`src/rtl/mem_port_arbiter_pkg.sv`:
```
// mem_arb_pkg
//   Shared definitions for the two-port Memoria arbiter: the FSM state type,
//   the port identifiers carried on grant_id, and a small word-select helper
//   used when latching the winning requester's fields.
//   No ports (package).

package mem_arb_pkg;

    typedef enum logic [1:0] {
        IDLE,
        ACCESS,
        WAIT,
        RESP
    } arb_state_t;

    localparam logic PORT_CPU = 1'b0;
    localparam logic PORT_AUX = 1'b1;

    // Picks the port-1 copy of a field when sel is PORT_AUX, else port 0.
    function automatic logic [31:0] pick_word(input logic sel,
                                              input logic [31:0] word0,
                                              input logic [31:0] word1);
        return (sel == PORT_AUX) ? word1 : word0;
    endfunction

endpackage

```
`src/rtl/mem_port_arbiter_if.sv`:
```
// mem_port_arbiter_if
//   Bundles the two requester ports, the shared read-data return and the
//   Memoria-side bus of the arbiter.
//   Ports (signals):
//     req0/we0/addr0/wdata0, ack0   port 0 (CPU) request fields and completion
//     req1/we1/addr1/wdata1, ack1   port 1 (aux master) request fields and completion
//     rdata                         read data, valid in the ack cycle of a read
//     mem_addr/mem_wr/mem_wdata     drive Memoria Address/Wr/DataIn
//     mem_rdata                     Memoria DataOut
//     busy/grant_id                 arbiter status
//   Modports:
//     slave   the arbiter itself
//     master  its environment: both requesters plus the Memoria read-data return

interface mem_port_arbiter_if;

    logic        req0;
    logic        we0;
    logic [31:0] addr0;
    logic [31:0] wdata0;
    logic        ack0;

    logic        req1;
    logic        we1;
    logic [31:0] addr1;
    logic [31:0] wdata1;
    logic        ack1;

    logic [31:0] rdata;

    logic [31:0] mem_addr;
    logic        mem_wr;
    logic [31:0] mem_wdata;
    logic [31:0] mem_rdata;

    logic        busy;
    logic        grant_id;

    modport slave (
        input  req0, we0, addr0, wdata0,
        input  req1, we1, addr1, wdata1,
        input  mem_rdata,
        output ack0, ack1, rdata,
        output mem_addr, mem_wr, mem_wdata,
        output busy, grant_id
    );

    modport master (
        output req0, we0, addr0, wdata0,
        output req1, we1, addr1, wdata1,
        output mem_rdata,
        input  ack0, ack1, rdata,
        input  mem_addr, mem_wr, mem_wdata,
        input  busy, grant_id
    );

endinterface

```
`src/rtl/mem_port_arbiter_select.sv`:
```
// mem_arb_select
//   Grant decision for the arbiter plus the port-1 starvation counter.
//   Port 0 wins ties until port 1 has lost STARVE_LIMIT arbitrations in a
//   row, after which port 1 is forced through once.
//   Ports:
//     clock, reset   rising-edge clock, synchronous active-high reset
//     req0, req1     live request lines of the two ports
//     arbitrate      high while the parent FSM is in IDLE and may grant
//     grant_port     combinational winner (PORT_CPU / PORT_AUX)

module mem_arb_select #(
    parameter int STARVE_LIMIT = 4
) (
    input  logic clock,
    input  logic reset,
    input  logic req0,
    input  logic req1,
    input  logic arbitrate,
    output logic grant_port
);

    import mem_arb_pkg::*;

    localparam int               CW    = $clog2(STARVE_LIMIT + 1);
    localparam logic [CW-1:0]    LIMIT = CW'(STARVE_LIMIT);

    logic [CW-1:0] starve;

    // Port 1 wins when it is alone or has been starved long enough.
    always_comb begin
        grant_port = PORT_CPU;
        if (req1 && (!req0 || (starve >= LIMIT))) begin
            grant_port = PORT_AUX;
        end
    end

    // Count consecutive IDLE-cycle losses of a waiting port 1, saturating at
    // the limit; any port-1 win or an absent port-1 request clears it.
    always_ff @(posedge clock) begin
        if (reset) begin
            starve <= '0;
        end else if (arbitrate) begin
            if (!req1 || (grant_port == PORT_AUX)) begin
                starve <= '0;
            end else if (starve < LIMIT) begin
                starve <= starve + 1'b1;
            end
        end
    end

endmodule

```
`src/rtl/mem_port_arbiter.sv`:
```
// mem_port_arbiter
//   Shares single-port Memoria between the CPU (port 0) and an aux master
//   (port 1). One transaction in flight: the winner's fields are latched in
//   IDLE, the write strobe is pulsed for exactly the ACCESS cycle, reads wait
//   MEM_RD_LAT cycles before capturing mem_rdata, and RESP pulses the ack.
//   All outputs are registered.
//   Ports:
//     clock   rising-edge clock
//     reset   synchronous, active-high; abandons any transaction without ack
//     bus     mem_port_arbiter_if.slave (requesters, Memoria bus, status)

module mem_port_arbiter #(
    parameter int MEM_RD_LAT   = 2,
    parameter int STARVE_LIMIT = 4
) (
    input  logic                 clock,
    input  logic                 reset,
    mem_port_arbiter_if.slave    bus
);

    import mem_arb_pkg::*;

    localparam int            LW       = $clog2(MEM_RD_LAT + 1);
    localparam logic [LW-1:0] LAT_LAST = LW'(MEM_RD_LAT);

    arb_state_t    state;
    logic [LW-1:0] lat_cnt;
    logic          we_lat;
    logic          grant_port;

    logic          ack0_r;
    logic          ack1_r;
    logic [31:0]   rdata_r;
    logic [31:0]   mem_addr_r;
    logic          mem_wr_r;
    logic [31:0]   mem_wdata_r;
    logic          busy_r;
    logic          grant_id_r;

    mem_arb_select #(
        .STARVE_LIMIT (STARVE_LIMIT)
    ) u_select (
        .clock      (clock),
        .reset      (reset),
        .req0       (bus.req0),
        .req1       (bus.req1),
        .arbitrate  (state == IDLE),
        .grant_port (grant_port)
    );

    // Transaction sequencer. Fields are copied into mem_addr/mem_wdata/we_lat
    // at grant time so later changes on the request lines have no effect.
    // mem_addr is left untouched after ACCESS so Memoria sees a stable address
    // for the whole read latency and through RESP.
    always_ff @(posedge clock) begin
        if (reset) begin
            state       <= IDLE;
            lat_cnt     <= '0;
            we_lat      <= 1'b0;
            ack0_r      <= 1'b0;
            ack1_r      <= 1'b0;
            rdata_r     <= '0;
            mem_addr_r  <= '0;
            mem_wr_r    <= 1'b0;
            mem_wdata_r <= '0;
            busy_r      <= 1'b0;
            grant_id_r  <= PORT_CPU;
        end else begin
            case (state)
                IDLE: begin
                    if (bus.req0 || bus.req1) begin
                        grant_id_r  <= grant_port;
                        mem_addr_r  <= pick_word(grant_port, bus.addr0, bus.addr1);
                        mem_wdata_r <= pick_word(grant_port, bus.wdata0, bus.wdata1);
                        we_lat      <= (grant_port == PORT_AUX) ? bus.we1 : bus.we0;
                        mem_wr_r    <= (grant_port == PORT_AUX) ? bus.we1 : bus.we0;
                        busy_r      <= 1'b1;
                        state       <= ACCESS;
                    end
                end
                ACCESS: begin
                    mem_wr_r <= 1'b0;
                    if (we_lat) begin
                        ack0_r <= (grant_id_r == PORT_CPU);
                        ack1_r <= (grant_id_r == PORT_AUX);
                        state  <= RESP;
                    end else begin
                        lat_cnt <= LW'(1);
                        state   <= WAIT;
                    end
                end
                WAIT: begin
                    if (lat_cnt == LAT_LAST) begin
                        rdata_r <= bus.mem_rdata;
                        ack0_r  <= (grant_id_r == PORT_CPU);
                        ack1_r  <= (grant_id_r == PORT_AUX);
                        state   <= RESP;
                    end else begin
                        lat_cnt <= lat_cnt + 1'b1;
                    end
                end
                RESP: begin
                    ack0_r <= 1'b0;
                    ack1_r <= 1'b0;
                    busy_r <= 1'b0;
                    state  <= IDLE;
                end
                default: begin
                    state <= IDLE;
                end
            endcase
        end
    end

    assign bus.ack0      = ack0_r;
    assign bus.ack1      = ack1_r;
    assign bus.rdata     = rdata_r;
    assign bus.mem_addr  = mem_addr_r;
    assign bus.mem_wr    = mem_wr_r;
    assign bus.mem_wdata = mem_wdata_r;
    assign bus.busy      = busy_r;
    assign bus.grant_id  = grant_id_r;

endmodule

```
`src/flat_wrapper.sv`:
```
// flat-port wrapper written by rule: the top's interface ports become plain ports
module mem_port_arbiter_flat import mem_arb_pkg::*;
#(
    parameter int MEM_RD_LAT   = 2,
    parameter int STARVE_LIMIT = 4
)
  (clock, reset, bus_req0, bus_we0, bus_addr0, bus_wdata0, bus_req1, bus_we1, bus_addr1, bus_wdata1, bus_mem_rdata, bus_ack0, bus_ack1, bus_rdata, bus_mem_addr, bus_mem_wr, bus_mem_wdata, bus_busy, bus_grant_id);
  mem_port_arbiter_if bus_i ();
  input  logic clock;
  input  logic reset;
  input wire logic [$bits(bus_i.req0)-1:0] bus_req0;
  input wire logic [$bits(bus_i.we0)-1:0] bus_we0;
  input wire logic [$bits(bus_i.addr0)-1:0] bus_addr0;
  input wire logic [$bits(bus_i.wdata0)-1:0] bus_wdata0;
  input wire logic [$bits(bus_i.req1)-1:0] bus_req1;
  input wire logic [$bits(bus_i.we1)-1:0] bus_we1;
  input wire logic [$bits(bus_i.addr1)-1:0] bus_addr1;
  input wire logic [$bits(bus_i.wdata1)-1:0] bus_wdata1;
  input wire logic [$bits(bus_i.mem_rdata)-1:0] bus_mem_rdata;
  output wire logic [$bits(bus_i.ack0)-1:0] bus_ack0;
  output wire logic [$bits(bus_i.ack1)-1:0] bus_ack1;
  output wire logic [$bits(bus_i.rdata)-1:0] bus_rdata;
  output wire logic [$bits(bus_i.mem_addr)-1:0] bus_mem_addr;
  output wire logic [$bits(bus_i.mem_wr)-1:0] bus_mem_wr;
  output wire logic [$bits(bus_i.mem_wdata)-1:0] bus_mem_wdata;
  output wire logic [$bits(bus_i.busy)-1:0] bus_busy;
  output wire logic [$bits(bus_i.grant_id)-1:0] bus_grant_id;
  assign bus_i.req0 = bus_req0;
  assign bus_i.we0 = bus_we0;
  assign bus_i.addr0 = bus_addr0;
  assign bus_i.wdata0 = bus_wdata0;
  assign bus_i.req1 = bus_req1;
  assign bus_i.we1 = bus_we1;
  assign bus_i.addr1 = bus_addr1;
  assign bus_i.wdata1 = bus_wdata1;
  assign bus_i.mem_rdata = bus_mem_rdata;
  assign bus_ack0 = bus_i.ack0;
  assign bus_ack1 = bus_i.ack1;
  assign bus_rdata = bus_i.rdata;
  assign bus_mem_addr = bus_i.mem_addr;
  assign bus_mem_wr = bus_i.mem_wr;
  assign bus_mem_wdata = bus_i.mem_wdata;
  assign bus_busy = bus_i.busy;
  assign bus_grant_id = bus_i.grant_id;
  mem_port_arbiter #(.MEM_RD_LAT(MEM_RD_LAT), .STARVE_LIMIT(STARVE_LIMIT)) u_core (.clock(clock), .reset(reset), .bus(bus_i));
endmodule
```
`config.mk`:
```
export PLATFORM = sky130hd
export DESIGN_NAME = mem_port_arbiter_flat
export DESIGN_NICKNAME = d
export VERILOG_FILES = /design/src/rtl/mem_port_arbiter_pkg.sv /design/src/rtl/mem_port_arbiter_if.sv /design/src/rtl/mem_port_arbiter_select.sv /design/src/rtl/mem_port_arbiter.sv /design/src/flat_wrapper.sv
export SDC_FILE = /design/constraint.sdc
export NUM_CORES = 1
export LEC_CHECK = 0
export ABC_CLOCK_PERIOD_IN_PS = 3760
export CORE_UTILIZATION = 35
export DETAILED_ROUTE_END_ITERATION = 16
export PLACE_DENSITY = 0.74
export SETUP_SLACK_MARGIN = 0.4
export SLEW_MARGIN = 20
export SYNTH_ARGS = -nofsm -noshare
export SYNTH_HDL_FRONTEND = slang
export SYNTH_HIERARCHICAL = 1
export SYNTH_SLANG_ARGS = --single-unit
```
`constraint.sdc`:
```
create_clock -name clock -period 3.76 [get_ports clock]
set_input_delay 0.564 -clock clock [delete_from_list [all_inputs] [get_ports clock]]
set_output_delay 0.564 -clock clock [all_outputs]
set_load 0.005 [all_outputs]
```
---- Word level (Yosys, flattened, before mapping) ----
Cells that the tools add are included.
word-level totals
  bits in registers ....................... 109
  input port bits ......................... 166
  output and inout bits ................... 101
  word-level logic and storage cells ...... 69
operators by class
  add/subtract/negate cells ............... 2
  order comparisons ....................... 2
  equality and inequality tests ........... 9
  multiplexer cells ....................... 23
  bitwise operators ....................... 1
  reduce and logical (&&, ||, !) cells .... 20
operator list
  cell                                                                     count
  32-bit two-way mux                                                       2
  2-bit AND reduction                                                      6
  1-bit two-way mux                                                        9
  2-bit two-way mux                                                        4
  2-bit one-hot mux with 4 select lines                                    1
  2-bit nonzero test                                                       4
  2-bit == test, second input constant                                     3
  3-bit two-way mux                                                        2
  2-bit by 1-bit inequality test with 1-bit output, second input constant  3
  1-bit one-hot mux with 3 select lines                                    2
  3-bit AND reduction                                                      2
  2-bit inequality test, second input constant                             2
  1-bit one-hot mux with 2 select lines                                    2
  2-bit one-hot mux with 2 select lines                                    1
  3-bit by 1-bit adder with 3-bit output, second input constant            1
  3-bit >= comparator, second input constant                               1
  1-bit logical OR                                                         3
  3-bit < comparator, second input constant                                1
  3-bit nonzero test                                                       1
  2-bit by 1-bit adder with 2-bit output, second input constant            1
  2-bit by 1-bit == test with 1-bit output, second input constant          1
  1-bit logical NOT                                                        2
  2-bit logical NOT                                                        1
  1-bit logical AND                                                        1
  1-bit NOT                                                                1

---- Longest topological paths before layout ----
  depth after elaboration ................. 7
  mapped depth ............................ 8
  mapped depth without buffers ............ 5

---- By module ----
The synthesis kept the hierarchy.
by module, submodules not included
  module            times used  cells each  area an instance (sq um)  seq. area each (sq um)
  mem_port_arbiter  1           493         4,665.7                   2,122.0
  mem_arb_select    1           15          156.4                     60.1

---- Worst setup path after synthesis ----
OpenSTA, ideal clock, no wires.
  path kind ............................... input port to flip-flop
  start point ............................. input port bus_req0
  end point ............................... register u_core.mem_addr_r[0] (netlist: u_core/bus.mem_addr[0])
  setup time .............................. 146 ps
  arrival ................................. 1,483 ps
  required time ........................... 3,614 ps
  path slack .............................. 2,131 ps
  stages on the path ...................... 6
  buffers on the path ..................... 2
  cells stage by stage .................... nand2b_4 -> and2_1 -> buf_4 -> clkbuf_4 -> mux2i_1 -> a211oi_2
on the way
  cells in the longest elaborated chain, start to end .. 5
  elaborated cells on any way between the ends .. 7
  those cells by class .................... mux (2); reduce/logical (5)
ends and longest elaborated chain
  item                         RTL line                       source
  from (decl)                  flat_wrapper.sv:11             input wire logic [$bits(bus_i.req0)-1:0] bus_req0;
  1-bit logical NOT            mem_port_arbiter_select.sv:32  if (req1 && (!req0 || (starve >= LIMIT))) begin
  1-bit logical OR             mem_port_arbiter_select.sv:32
  1-bit logical AND            mem_port_arbiter_select.sv:32
  1-bit two-way mux            mem_port_arbiter_select.sv:32
  named net u_core.grant_port  mem_port_arbiter.sv:29         logic grant_port;
  32-bit two-way mux           mem_port_arbiter_pkg.sv:23     return (sel == PORT_AUX) ? word1 : word0;
  to (signal assigned)         mem_port_arbiter.sv:73         mem_addr_r <= pick_word(grant_port, bus.addr0, bus.addr1);
  to (decl)                    mem_port_arbiter.sv:34         logic [31:0] mem_addr_r;
The timed path passes the listed nets, and every way through them passes these cells.
A chain may end at the register's enable or synchronous reset.

---- Worst setup path in the final report ----
  start point ............................. input port bus_req0
  end point ............................... register u_core.mem_wdata_r[0] (netlist: u_core/bus.mem_wdata[0])
on the way
  cells in the longest elaborated chain, start to end .. 5
  elaborated cells on any way between the ends .. 7
  those cells by class .................... mux (2); reduce/logical (5)
ends and longest elaborated chain
  item                         RTL line                       source
  1-bit logical NOT            mem_port_arbiter_select.sv:32
  1-bit logical OR             mem_port_arbiter_select.sv:32
  1-bit logical AND            mem_port_arbiter_select.sv:32
  1-bit two-way mux            mem_port_arbiter_select.sv:32
  named net u_core.grant_port  mem_port_arbiter.sv:29
  32-bit two-way mux           mem_port_arbiter_pkg.sv:23
  to (signal assigned)         mem_port_arbiter.sv:74         mem_wdata_r <= pick_word(grant_port, bus.wdata0, bus.wdata1);
  to (decl)                    mem_port_arbiter.sv:36         logic [31:0] mem_wdata_r;
The timed path passes the listed nets, and every way through them passes these cells.

==> out/metrics.cfg <==
[run_status]
status = finished clean

[sta]
setup_tns_ns = 0
setup_viol = 0
fmax_ghz = 0.447
tightest_slew_ns = 1.05
layout_min_cycle_time_ns = 2.24
rsz0062_at_grt = no
hold-worst-slack_ns = 0.457
finClkSkew_ns = 0.0100
relSlewSlack_pct = 30.1
hold_violations = 0
drv_slew = 0
min_period_over_period_pct = 59.5
layout_setup_ws_ns = 1.52

[layout]
areaGrowthSynthToFinish_pct = 61.9
drive_gt1_share_pct = 7.82
antenna_cells = 0
fin_nets = 922

[synthesis]
synth_top_family_by_area = compound AO/OA/AOI/OAI gates
syn_area_um2 = 4820
synth_mux_area_share_pct = 14.2
synth_cells = 508
synth_top_area_share_pct = 45.3
yosysWarnings = 6
synthDistinctLibCells = 35
yosys_register_bits = 109
synth_xor_area_share_pct = 0
yosysTopAreaCell = dfxtp_1
syn-num-nets = 681
seq_area_frac_synth_pct = 45.3
synth-compound-area-share_pct = 19.7
yosys.area_share.adder_pct = 1.82
synthSimpleGateAreaFrac_pct = 13.3
avgSynthCellArea_um2 = 9.49
synthTopCellsByArea = dfxtp_1 (45%), mux2i_1 (14%), a211oi_2 (7.8%)

[clock_tree]
htreeDepth = 3
clock_sinks = 109
clk_pin_slew_ns = 0.07
cts.hold.buffers_added = 0
clock_tree.buffer_depth = 2
post_cts_resized = 0
cts_buffers = 9
cts_root_buffer = clkbuf_16
cts_tree = built
cts_setup_buffers = 0
clock_latency_ns = 0.35

[route]
routed_wl_um = 14000
drc = 0
wire_per_inst_um = 15.1
vias = 4512
vias_per_cell = 4.85
dr.pass1.iters = 4
ant_nets = 0
drtIter0Drc = 159

[place]
port_buffers = 266
gp_congestion = 0.789
dp_slack_ns = 1.15
dpl.hpwl_um = 10500

[pwr]
p_leak_nw = 2.81
power_density_nw_per_um2 = 548
combPwrFrac_pct = 41.7
p_sw_share_pct = 32.7
vdd_drop_max_uv = 453
switching_power_mw = 1.40
clkPwrFrac_pct = 20.8
seqPwrFrac_pct = 37.5
power_mw = 4.28
intPower_mw = 2.88

[grt]
grt_pass1_vias = 4431
gr-usage-all-layers_pct = 19.5
grt_max_degree = 95
grt_pass1_wl_um = 22000
antenna_found_initial = 0
grt_overflow = 0

[floorplan]
die_h_um = 119
initial_utilization_pct = 36.1
core_um2 = 13300
std_cell_rows = 42
die_x_um = 119
pin_count = 267
die_area_um2 = 14300

[setup_path]
r2r.worst_path.cells = 5
worstPathRequired_ns = 3.94
crit_path_start_kind = primary input
cp-end-kind = flop
worstPathMaxFanout = 37
arrival_ns = 2.42
crit_type = in -> reg

[run]
drv_cap = 0

[hold_path]
min_path_type = reg -> reg
min_path_cells = 2

-- final timing paths --
path / from / endpoint / slack [ns]
worst min register to register: u_core/bus.rdata[13] / u_core/bus.rdata[13] / 0.46
worst min-delay path: u_core/bus.rdata[13] / u_core/bus.rdata[13] / 0.46
worst max-delay path: bus_req0 / u_core/bus.mem_wdata[0] / 1.52
worst max register to register: u_core/state[0] / u_core/state[0] / 1.82
-- per-layer routing --
layer	vias up	routed length, µm	GRT usage (%)	share of wire [%]
li1	2269	-	-	-
met1	2055	5580	21.1	40
met2	176	7030	35.2	50
met3	12	1210	6.56	8.7
met4	0	194	6.25	1.4
met5	-	0	0	0
-- synth_stat cells (all sizes together) --
cell     instances
nor2b            3
a31oi            1
nor4             1
o211ai           1
buf             27
clkbuf          14
and2             2
o21ai            3
nand2b           3
or3b             4
o21a             2
o41ai            3
a21oi           37
mux2i           66
dfxtp          109
mux2             2
a211o            1
inv              9
nand2           69
a221oi           1
o31ai            3
nand3            1
a2111oi          1
nor3b            1
ha               7
nand4            2
nor2            69
o22ai            1
a211oi          65
-- state kept, by name, summed over array words and instances, names as in the netlist --
| register | flops |
|---|---|
| u_core/bus.ack0 | 1 |
| u_core/bus.ack1 | 1 |
| u_core/bus.busy | 1 |
| u_core/bus.grant_id | 1 |
| u_core/bus.mem_addr | 32 |
| u_core/bus.mem_wdata | 32 |
| u_core/bus.mem_wr | 1 |
| u_core/bus.rdata | 32 |
| u_core/lat_cnt | 2 |
| u_core/state | 2 |
| u_core/u_select/starve | 3 |
| u_core/we_lat | 1 |
-- logic make-up (layout without fill, tap and decap cells) --
| group | after synthesis | count (layout) |
|---|---|---|
| compound gates | 119 | 119 |
| fa+ha+maj | 7 | 7 |
| buf+inv | 50 | 296 |
| flops | 109 | 109 |
| mux | 68 | 68 |
| simple gates | 155 | 155 |
-- power groups by stage --
stage               Clock (mW)  Combinational (mW)  Sequential, mW
finish                   0.892                1.79            1.60
global route             0.970                1.94            1.64
CTS                      0.922                1.80            1.61
detailed placement           0                1.80            1.63
global placement             0                1.75            1.62
floorplan                    0               0.967            1.64
-- worst max-delay path, cell delays in order --
cell             delay (ns)
clkdlybuf4s50_1        0.50
nand2b_4               0.13
and2_4                 0.50
buf_12                 0.33
mux2i_1                0.24
a211oi_1               0.10
-- cell type report --
type                       count  area [µm²]
timing repair buffer         271        2720
tap                          176         220
fill                        1177        5540
inverter                       9        33.8
sequential                   109        2180
multi-input combinational    349        2370
clock inverter                 6        38.8
clock buffer                  10         239
-- layout by cell type, fill, tap and decap left out, types with 2 or more instances in the layout --
| cell | n |
|---|---|
| nand2_1 | 69 |
| o21ai_0 | 3 |
| clkdlybuf4s50_1 | 265 |
| a211oi_2 | 30 |
| inv_1 | 9 |
| nand2b_1 | 2 |
| nor2_1 | 69 |
| clkinvlp_4 | 2 |
| ha_1 | 7 |
| o41ai_1 | 3 |
| clkinv_2 | 3 |
| mux2_2 | 2 |
| o31ai_1 | 3 |
| buf_4 | 4 |
| clkbuf_16 | 9 |
| nor2b_1 | 3 |
| nand4_1 | 2 |
| a21oi_1 | 37 |
| dfxtp_1 | 109 |
| buf_12 | 2 |
| or3b_1 | 3 |
| mux2i_1 | 66 |
| a211oi_1 | 35 |
-- per-stage QoR --
step / instance area [µm²] / util [%] / std cells
3_5_place_dp: 7530 / 56.4 / 914
6_report: 7810 / 58.5 / 930
5_1_grt: 7810 / 58.5 / 930
3_3_place_gp: 7530 / 56.4 / 914
4_1_cts: 7810 / 58.5 / 930
2_1_floorplan: 4820 / - / 508
No activity file was read; power rests on OpenSTA's default activity.
